**config.mk**
```make
export PLATFORM = sky130hd
export DESIGN_NAME = logic_unit
export DESIGN_NICKNAME = d
export VERILOG_FILES = /design/src/rtl/logic_unit.sv
export SDC_FILE = /design/constraint.sdc
export NUM_CORES = 1
export LEC_CHECK = 0
export BUFFER_PORTS_ARGS = -buffer_cell sky130_fd_sc_hd__buf_2
export CORE_ASPECT_RATIO = 0.9
export CORE_MARGIN = 5
export CORE_UTILIZATION = 60
export CTS_CLUSTER_SIZE = 12
export DETAILED_ROUTE_END_ITERATION = 8
export PLACE_DENSITY = 0.88
export RECOVER_POWER = 100
export SYNTH_ARGS = -nofsm -noshare
export SYNTH_HDL_FRONTEND = slang
export SYNTH_SLANG_ARGS = --single-unit
```
**constraint.sdc**
```tcl
create_clock -name clk -period 2.6 [get_ports clk]
set_input_delay 0.26 -clock clk [delete_from_list [all_inputs] [get_ports clk]]
set_output_delay 0.26 -clock clk [all_outputs]
set_load 0.005 [all_outputs]
```
**src/rtl/logic_unit.sv**
```systemverilog
// Registered bitwise logic unit with accumulator chaining and valid/ready handshake.
// Status flags are built only when LOGIC_UNIT_FLAGS_EN is defined; otherwise they are tied to 0.
module logic_unit #(
    parameter int WIDTH = 16
) (
    input  logic             clk,
    input  logic             rst,
    input  logic             in_valid,
    output logic             in_ready,
    input  logic [2:0]       op,
    input  logic             chain,
    input  logic [WIDTH-1:0] a,
    input  logic [WIDTH-1:0] b,
    output logic             out_valid,
    input  logic             out_ready,
    output logic [WIDTH-1:0] y,
    output logic             flag_zero,
    output logic             flag_ones,
    output logic             flag_par
);

    typedef enum logic [2:0] {
        OP_AND  = 3'b000,
        OP_OR   = 3'b001,
        OP_XOR  = 3'b010,
        OP_NAND = 3'b011,
        OP_NOR  = 3'b100,
        OP_XNOR = 3'b101,
        OP_ANDN = 3'b110,
        OP_PASS = 3'b111
    } op_e;

    logic             out_valid_r;
    logic [WIDTH-1:0] y_r;
    logic [WIDTH-1:0] acc_r;
    logic [WIDTH-1:0] x_s;
    logic [WIDTH-1:0] f_s;
    logic             accept_s;

    // The output stage is one register that may be refilled on the same edge it is popped.
    assign in_ready  = !out_valid_r || out_ready;
    assign accept_s  = in_valid && in_ready;
    assign out_valid = out_valid_r;
    assign y         = y_r;

    // Operand selection and the eight bitwise operations.
    always_comb begin
        x_s = chain ? acc_r : a;
        f_s = {WIDTH{1'b0}};
        case (op_e'(op))
            OP_AND:  f_s = x_s & b;
            OP_OR:   f_s = x_s | b;
            OP_XOR:  f_s = x_s ^ b;
            OP_NAND: f_s = ~(x_s & b);
            OP_NOR:  f_s = ~(x_s | b);
            OP_XNOR: f_s = ~(x_s ^ b);
            OP_ANDN: f_s = x_s & ~b;
            OP_PASS: f_s = x_s;
            default: f_s = x_s;
        endcase
    end

    // Result, accumulator and valid register; a stall simply holds everything.
    always_ff @(posedge clk) begin
        if (rst) begin
            out_valid_r <= 1'b0;
            y_r         <= {WIDTH{1'b0}};
            acc_r       <= {WIDTH{1'b0}};
        end else if (accept_s) begin
            out_valid_r <= 1'b1;
            y_r         <= f_s;
            acc_r       <= f_s;
        end else if (out_valid_r && out_ready) begin
            out_valid_r <= 1'b0;
        end
    end

`ifdef LOGIC_UNIT_FLAGS_EN
    function automatic logic zero_f(input logic [WIDTH-1:0] v);
        return (v == {WIDTH{1'b0}});
    endfunction

    function automatic logic ones_f(input logic [WIDTH-1:0] v);
        return (v == {WIDTH{1'b1}});
    endfunction

    function automatic logic parity_f(input logic [WIDTH-1:0] v);
        return ^v;
    endfunction

    logic flag_zero_r;
    logic flag_ones_r;
    logic flag_par_r;

    // Flags are computed from the new result so they land in the same edge as y.
    always_ff @(posedge clk) begin
        if (rst) begin
            flag_zero_r <= 1'b1;
            flag_ones_r <= 1'b0;
            flag_par_r  <= 1'b0;
        end else if (accept_s) begin
            flag_zero_r <= zero_f(f_s);
            flag_ones_r <= ones_f(f_s);
            flag_par_r  <= parity_f(f_s);
        end
    end

    assign flag_zero = flag_zero_r;
    assign flag_ones = flag_ones_r;
    assign flag_par  = flag_par_r;
`else
    assign flag_zero = 1'b0;
    assign flag_ones = 1'b0;
    assign flag_par  = 1'b0;
`endif

endmodule

```
==> summary.md, run 1 <==
| Metric | Value |
|---|---|
| Routed WL | `6340 um` |
| Overflow after GRT | `0` |
| H-tree depth | `1` |
| Num ports | `61` |
| Largest cells by area after synthesis | `ha_1 (23%), dfxtp_1 (13%), o221ai_1 (9.4%), inv_1 (8.2%), a222oi_1 (5.4%)` |
| Initial DRC Count | `354` |
| Initial core utilization | `~63%` |
| Layout cells sized above 1 | `20.1%` |
| Detail Route Antenna Nets | `0` |
| FF/Latch Area | `~340 um^2` |
| Flops & latches, synth | `17` |
| # rows | `22` |
| Hold buffers post-CTS | `0` |
| Setup crit end kind | `flip-flop` |
| Cell variety after synth | `34` |
| Dominant synthesized flop cell | `dfxtp_1` |
| Vias | `roughly 2,500` |
| Post-synth ARST share | `0%` |
| DRC violations left | `0` |
| Sw Pwr | `~0.37 mW` |
| DR pass1 iterations | `7` |
| Port Buffers | `57` |
| Num CTS Buffers | `3` |
| Area growth syn-to-layout | `9.92%` |
| WP data required | `2.79 ns` |
| Setup TNS | `0 ns` |
| Lkg Pwr | `between 1 and 1.5 nW` |
| TritonCTS clock tree | `built` |
| Part of the cycle the worst path needs | `68.5%` |
| Final Hold Vio Count | `0` |
| DPL Wire Length | `4510 um` |
| Switch share | `between 30% and 40%` |
| Die H | `just over 70 um` |
| Int Power | `roughly 0.58 mW` |
| Multi-input combinational cell area | `1850 um^2` |
| Root buffer cell | `clkbuf_8` |
| Final setup violating endpoints | `0` |
| Core Area | `around 4200 um^2` |
| Top cell type's share of synthesized area | `between 20% and 30%` |
| Average size of a mapped cell | `8.11 um^2` |
| Number of synthesized flops with an enable pin | `0` |
| Max Cap Viol | `0` |
| Max_slew headroom | `45.2%` |
| Critical path arrival | `1.97 ns` |
| Total GRT Usage | `roughly a fifth` |
| Hold Path Class | `primary input to flip-flop` |
| Maximum clock frequency | `approximately 560 MHz` |
| Maximum clock insertion buffer count | `2` |
| Final #Nets | `452` |
| Final GP Congestion | `about 0.77` |
| RSZ-0062 raised after global routing | `false` |
| WS Path Type | `primary input to flip-flop` |
| FILL cells | `between 300 and 400` |
| Max-slew violations | `0` |
| Maximum vdd drop | `0.174 mV` |
| Post-Syn Area | `2610 um^2` |
| Status | `complete, no violations` |
| Vias in the first global route | `2,300` |
| Post-layout util | `69.1%` |
| Mapped Cells | `322` |
| Number of setup buffers added after CTS | `0` |
| Clock Sinks | `17` |
| Logic gate share of total power | `44.9%` |
| Crit path max fanout | `15` |
| Die area | `5770 um^2` |
| Initial antenna violation count | `0` |
| # diodes | `0` |
| DR WL/cell | `15.0 um` |
| Global-route wire length before repair | `10,100 um` |
| Clk_skew | `0.00718 ns` |
| Post-synth top area cell | `ha_1` |
| Largest net degree at the start of global routing | `31` |
| Clk pwr share | `between 20% and 30%` |
| Seq/Total Area, Yosys | `13.0%` |
| Via density | `~6` |
| Die width | `79.5 um` |
| CP startpoint kind | `primary input` |
| Seq pwr share | `32.8%` |
| Pwr dens | `around 330 nW/um^2` |
| Final min period | `1.78 ns` |
| Clk Latency, worst-skew pair | `0.26 ns` |
| Clock Pin Slew Worst Setup and Hold Paths | `0.08 ns` |
| Slew @ Worst Pin | `roughly 0.8 ns` |
| CTS resizes | `0` |
| Ys Warns | `0` |
[per-layer routing]
metal	GRT usage (%)	part of all wire (%)
met5	0	0
met2	37.0	47
met3	3.09	9.5
met1	27.9	43
met4	4.77	0.39
[power by group through the flow]
stage	Combinational [mW]	Clock [mW]	Sequential [mW]
after floorplan	0.314	0	0.317
after global placement	0.416	0	0.315
after detailed placement	0.432	0	0.316
after CTS	0.433	0.217	0.311
after global routing	0.477	0.234	0.314
final	0.425	0.212	0.311
[through the flow]
stage                     cell area, um^2  setup WS, ns  power [mW]  cells  hold WS (ns)
final                                2870         0.818       0.948    423         0.189
after global routing                 2870         0.629        1.03    423         0.183
after CTS                            2890         0.846       0.961    423         0.184
after detailed placement             2850         0.571       0.748    419         0.462
after global placement               2850         0.631       0.731    419         0.460
after floorplan                      2620          1.00       0.631    324         0.329
[layout by cell type (no fill, tap or decap)]
master | Yosys | final
o211ai_1 | 14 | 14
o2111ai_1 | 9 | 9
mux2_4 | 3 | 1
nor3b_2 | 1 | 1
mux2i_4 | 3 | 3
inv_2 | 5 | 5
nand2_2 | 1 | 1
ha_1 | 48 | 48
buf_2 | 11 | 50
nand4_1 | 5 | 5
nand2_1 | 22 | 22
a21oi_1 | 4 | 4
or3_1 | 1 | 1
o31ai_1 | 2 | 2
buf_4 | 6 | 6
nor3_1 | 2 | 2
clkbuf_2 | 0 | 1
mux2_1 | 0 | 8
nor2_1 | 3 | 3
clkbuf_1 | 7 | 8
or2_0 | 0 | 3
nor2_2 | 1 | 1
o21ai_1 | 3 | 3
or2_1 | 6 | 3
dfxtp_1 | 17 | 17
a222oi_1 | 14 | 14
o221ai_1 | 28 | 28
o21ai_0 | 24 | 24
inv_1 | 57 | 57
mux2i_1 | 8 | 9
clkbuf_8 | 0 | 3
nand2b_1 | 3 | 3
mux2i_2 | 2 | 1
conb_1 | 1 | 3
[kinds of logic (layout without fill, tap and decap cells)]
logic type               count (synthesis)  count (layout)  share of synthesized area [%]
AO/OA/AOI/OAI                           98              98                           28.3
adder cells (fa/ha/maj)                 48              48                           23.0
buffers and inverters                   91             130                           16.0
flip-flops                              17              17                           13.0
multiplexers                            22              22                           11.0
other                                    1               3                          0.144
AND/OR/NAND/NOR                         45              45                           8.53
[registers in the layout (all words and copies together), names as in the netlist]
| name | cells |
|---|---|
| out_valid | 1 |
| acc_r | 16 |
[cell type report]
cell class	count	share of cell area, %
inverter	62	8.11
timing repair buffer	64	11.4
sequential	17	11.9
clock buffer	4	1.57
multi-input combinational	216	64.5
tap	60	2.62
[synthesized netlist by cell type, types with 3 or more instances]
master and instances:
a21oi_1 4, a222oi_1 14, buf_2 11, buf_4 6, buf_6 3, clkbuf_1 7, dfxtp_1 17, ha_1 48
inv_1 57, inv_2 5, mux2_2 6, mux2_4 3, mux2i_1 8, mux2i_4 3, nand2_1 22, nand2b_1 3
nand4_1 5, nor2_1 3, o2111ai_1 9, o211ai_1 14, o21ai_0 24, o21ai_1 3, o221ai_1 28, or2_1 6
[worst max-delay path, stage by stage]
cell and delay, ns:
buf_2 0.42, clkbuf_1 0.24, mux2i_1 0.30, ha_1 0.29
o221ai_1 0.22, nand4_1 0.12, o211ai_1 0.11
[path summary, 6_finish.rpt]
| check | endpoint | cells past startpoint | slack (ns) | startpoint |
|---|---|---|---|---|
| setup / recovery | acc_r[11]$_SDFFE_PP0P_ | 7 | 0.82 | chain |
| hold / removal | out_valid$_SDFFE_PP0P_ | 2 | 0.19 | rst |
| hold reg to reg | acc_r[9]$_SDFFE_PP0P_ | 2 | 0.48 | acc_r[9]$_SDFFE_PP0P_ |
| setup reg to reg | acc_r[8]$_SDFFE_PP0P_ | 7 | 1.03 | acc_r[8]$_SDFFE_PP0P_ |
(Power assumes the default switching activity.)
==> run 2, diff against run 1 <==
Settings changed: ABC_AREA set to 1, CORE_UTILIZATION 60 to 52, PLACE_DENSITY 0.88 to 0.79.
Clock period 2.6 ns to 1.5 ns, I/O delays scaled along.
==> run 2 against run 1 <==
Count of clock-buffer cells in the layout fell by 1. Via count grew 39%. Power increased by 98%. Largest power group unchanged. Core utilization shrank 4.9 points. Critical endpoint is now acc_r[2]$_SDFFE_PP0P_. Non-clock buffer count up 35.
==> summary.md, run 2 <==
| Metric | Value |
|---|---|
| Status | `complete, no violations (unchanged)` |
| Slew @ Worst Pin | `0.623 ns (was 0.823 ns)` |
| Number of synthesized flops with an enable pin | `0 (unchanged)` |
| Max Cap Viol | `0 (unchanged)` |
| Largest net degree at the start of global routing | `25 (was 31)` |
| Global-route wire length before repair | `14,700 um (was 10,100 um)` |
| Post-Syn Area | `3170 um^2 (was 2610 um^2)` |
| Total GRT Usage | `22.7% (was 21.3%)` |
| FF-to-FF path depth | `11 (was 7)` |
| Num ports | `61 (unchanged)` |
| Clock Pin Slew Worst Setup and Hold Paths | `0.08 ns (about the same)` |
| Count leader, synth | `nand2_1 (was inv_1)` |
| Maximum clock frequency | `699 MHz` |
| Most used cell, CP | `nand2_1` |
| Core Area | `6010 um^2 (was 4160 um^2)` |
| Most frequent cells in the layout | `nand2_1 (181), inv_1 (81), buf_2 (57), nand4_1 (48), ha_1 (41) (was inv_1 (57), buf_2 (50), ha_1 (48), o221ai_1 (28), o21ai_0 (24))` |
| Cell variety after synth | `23 (was 34)` |
| Final min period | `1.43 ns` |
| Port Buffers | `57 (unchanged)` |
| Final instance area | `3860 um^2 (was 2870 um^2)` |
| Vias | `3,528 (was 2,530)` |
| Post-synth ARST share | `0% (unchanged)` |
| DPL Wire Length | `6210 um (was 4510 um)` |
| Layout cells sized above 1 | `26.7% (was 20.1%)` |
| Crit path max fanout | `3 (was 15)` |
| DR WL/cell | `13.5 um (was 15.0 um)` |
| Crit path largest cell delay | `0.34 ns (was 0.42 ns)` |
| Part of the cycle the worst path needs | `95.3%` |
| Maximum vdd drop | `0.349 mV (was 0.174 mV)` |
| Flops & latches, synth | `17 (unchanged)` |
| Setup crit end kind | `flip-flop (unchanged)` |
| Die H | `84.1 um (was 72.6 um)` |
| Maximum clock insertion buffer count | `2 (unchanged)` |
| FILL cells | `569 (was 354)` |
| Final Hold Vio Count | `0 (unchanged)` |
| Commonest non-fill, non-tap cell in the layout | `nand2_1 (was inv_1)` |
| Die width | `92.3 um (was 79.5 um)` |
| Hold Path Class | `primary input to flip-flop (unchanged)` |
| Setup TNS | `0 ns (unchanged)` |
| Clock Sinks | `17 (unchanged)` |
| Final #Nets | `692 (was 452)` |
| Seq/Total Area, Yosys | `10.7% (was 13.0%)` |
| Detail Route Antenna Nets | `0 (unchanged)` |
| Worst r2r src | `acc_r[2]$_SDFFE_PP0P_ (was acc_r[8]$_SDFFE_PP0P_)` |
| Area growth syn-to-layout | `21.6% (was 9.92%)` |
| CP startpoint kind | `flip-flop (was primary input)` |
| RSZ-0062 raised after global routing | `true (was false)` |
| Via density | `5.23 (was 5.98)` |
| Critical path arrival | `1.63 ns (was 1.97 ns)` |
| Final GP Congestion | `0.916 (was 0.772)` |
| Top cell type's share of synthesized area | `22.7% (was 23.0%)` |
| Overflow after GRT | `0 (unchanged)` |
| Flop-to-flop setup slack | `0.07 ns (was 1.03 ns)` |
| Hold depth | `3 (was 2)` |
| Die area | `7760 um^2 (was 5770 um^2)` |
| Place WS | `-0.0898 ns (was 0.571 ns)` |
| Vias in the first global route | `3,186 (was 2,300)` |
| Clk_skew | `0.000506 ns (was 0.00718 ns)` |
| FF/Latch Area | `357 um^2 (was 340 um^2)` |
| WHS Endpoint | `out_valid$_SDFFE_PP0P_ (unchanged)` |
| DRC violations left | `0 (unchanged)` |
| Multi-input combinational cell area | `2380 um^2 (was 1850 um^2)` |
| Initial antenna violation count | `0 (unchanged)` |
| Average size of a mapped cell | `5.94 um^2 (was 8.11 um^2)` |
| Lkg Pwr | `2.32 nW (was 1.39 nW)` |
| Largest register FFs | `16 (unchanged)` |
| Slowest library cell on the worst path | `dfxtp_2 (was buf_2)` |
| Root buffer cell | `clkbuf_8 (unchanged)` |
| Clk Latency, worst-skew pair | `0.27 ns (was 0.26 ns)` |
| Num CTS Buffers | `3 (unchanged)` |
| Placed Area | `3630 um^2 (was 2850 um^2)` |
| # diodes | `0 (unchanged)` |
| Final setup margin | `0.0699 ns (was 0.818 ns)` |
| Pwr dens | `486 nW/um^2 (was 330 nW/um^2)` |
| Top cells by count, synth | `nand2_1 (192), inv_1 (84), ha_1 (48), nand4_1 (48), nor2_1 (32) (was inv_1 (57), ha_1 (48), o221ai_1 (28))` |
| WS Path Type | `flip-flop to flip-flop (was primary input to flip-flop)` |
| Mapped Cells | `534 (was 322)` |
| Crit-path cells | `nand2_1, nand2_2, inv_1, ha_1, inv_1, nand4_1, nand2_1, nor2_2, nand2_1, nand2_1, a21oi_2 (was buf_2, clkbuf_1, mux2i_1, ha_1, o221ai_1, nand4_1, o211ai_1)` |
| DR pass1 iterations | `5 (was 7)` |
| WP data required | `1.70 ns (was 2.79 ns)` |
| Initial DRC Count | `342 (was 354)` |
| Max_slew headroom | `58.4% (was 45.2%)` |
| Initial core utilization | `52.7% (was 62.8%)` |
| R2r endpoint | `acc_r[2]$_SDFFE_PP0P_ (was acc_r[8]$_SDFFE_PP0P_)` |
| Dominant synthesized flop cell | `dfxtp_1 (unchanged)` |
| Biggest register | `acc_r (unchanged)` |
| Largest cells by area after synthesis | `nand2_1 (23%), ha_1 (19%), dfxtp_1 (11%), inv_1 (9.9%), nand4_1 (9.5%) (was ha_1 (23%), dfxtp_1 (13%), o221ai_1 (9.4%), inv_1 (8.2%), a222oi_1 (5.4%))` |
| Ys Warns | `0 (unchanged)` |
| Hold_sp | `in_valid (was rst)` |
| Post-synth top area cell | `nand2_1 (was ha_1)` |
| Max-slew violations | `0 (unchanged)` |
| H-tree depth | `1 (unchanged)` |
| Routed WL | `9090 um (was 6340 um)` |
| TritonCTS clock tree | `built (unchanged)` |
| Final setup violating endpoints | `0 (unchanged)` |
| # rows | `27 (was 22)` |
-- run 2: cell types whose count changed in the layout (fill, tap and decap cells not counted), sizes merged, moves of 16 or more --
| cell | change |
|---|---|
| nand2 | +172 |
| buf | +43 |
| nand4 | +43 |
| nor2 | +32 |
| o221ai | -28 |
| inv | +25 |
| nand3 | +16 |
| nand3b | +16 |
-- run 2: metal layers --
metal  vias to the layer above  GRT usage [%]  wire length [um]
li1                       1811              -                 -
met1                      1557           29.0              3890
met2                       154           39.5              4280
met3                         6           4.24               873
met4                         0           4.45                44
met5                         -              0                 0
-- run 2: final cells by class --
| type | instances | area share [%] |
|---|---|---|
| clock buffers | 3 | 1.07 |
| clock inverters | 1 | 0.130 |
| inverters | 87 | 8.53 |
| multi-input cells | 396 | 61.8 |
| flip-flops and latches | 17 | 9.24 |
| well taps | 72 | 2.34 |
| repair buffers | 99 | 16.9 |
-- run 2: per-stage QoR --
step                      power (mW)  hold WS [ns]  instances  util [%]
after floorplan                 1.12         0.323        536         -
after global routing            2.03         0.186        675      64.1
after global placement          1.39         0.436        665      60.3
after detailed placement        1.41         0.446        665      60.3
after CTS                       1.79         0.160        669      61.1
final                           1.88         0.156        675      64.1
-- run 2: cell families after synthesis --
kind of cell,after synthesis,share of synthesized area [%]
flip-flops,17,10.7
adder cells (fa/ha/maj),48,18.9
AO/OA/AOI/OAI,34,6.78
AND/OR/NAND/NOR,311,45.3
buffers and inverters,123,18.1
other,1,0.118
-- run 2: worst max-delay path by stage --
stage	from	endpoint	slack, ns	cells after the start
6_report	acc_r[2]$_SDFFE_PP0P_	acc_r[2]$_SDFFE_PP0P_	0.07	11
5_1_grt	acc_r[15]$_SDFFE_PP0P_	acc_r[15]$_SDFFE_PP0P_	-0.04	11
4_1_cts	acc_r[14]$_SDFFE_PP0P_	acc_r[14]$_SDFFE_PP0P_	0.02	11
3_5_place_dp	chain	acc_r[13]$_SDFFE_PP0P_	-0.09	13
3_3_place_gp	chain	acc_r[15]$_SDFFE_PP0P_	-0.08	13
2_1_floorplan	chain	acc_r[3]$_SDFFE_PP0P_	0.02	14
-- run 2: repair_timing --
action / in CTS / in global routing
hold endpoints to repair: 0 / 0
gates resized for setup: 0 / 36
setup buffers: 0 / 6
hold buffers: 0 / 0
setup endpoints to repair: 0 / 13
-- run 2: worst max-delay path, delay by kind of cell, from the launching register on --
family	cells	cell delay, ns
simple gates	7	0.54
flops	1	0.34
fa+ha+maj	1	0.28
buf+inv	2	0.12
compound gates	1	0.10
-- run 2: report_power, final --
| part | leakage (nW) | switching (mW) | internal, mW | total [mW] |
|---|---|---|---|---|
| clock | 0.0255 | 0.207 | 0.186 | 0.393 |
| combinational | 2.15 | 0.560 | 0.407 | 0.967 |
| sequential | 0.145 | 0.0245 | 0.491 | 0.516 |
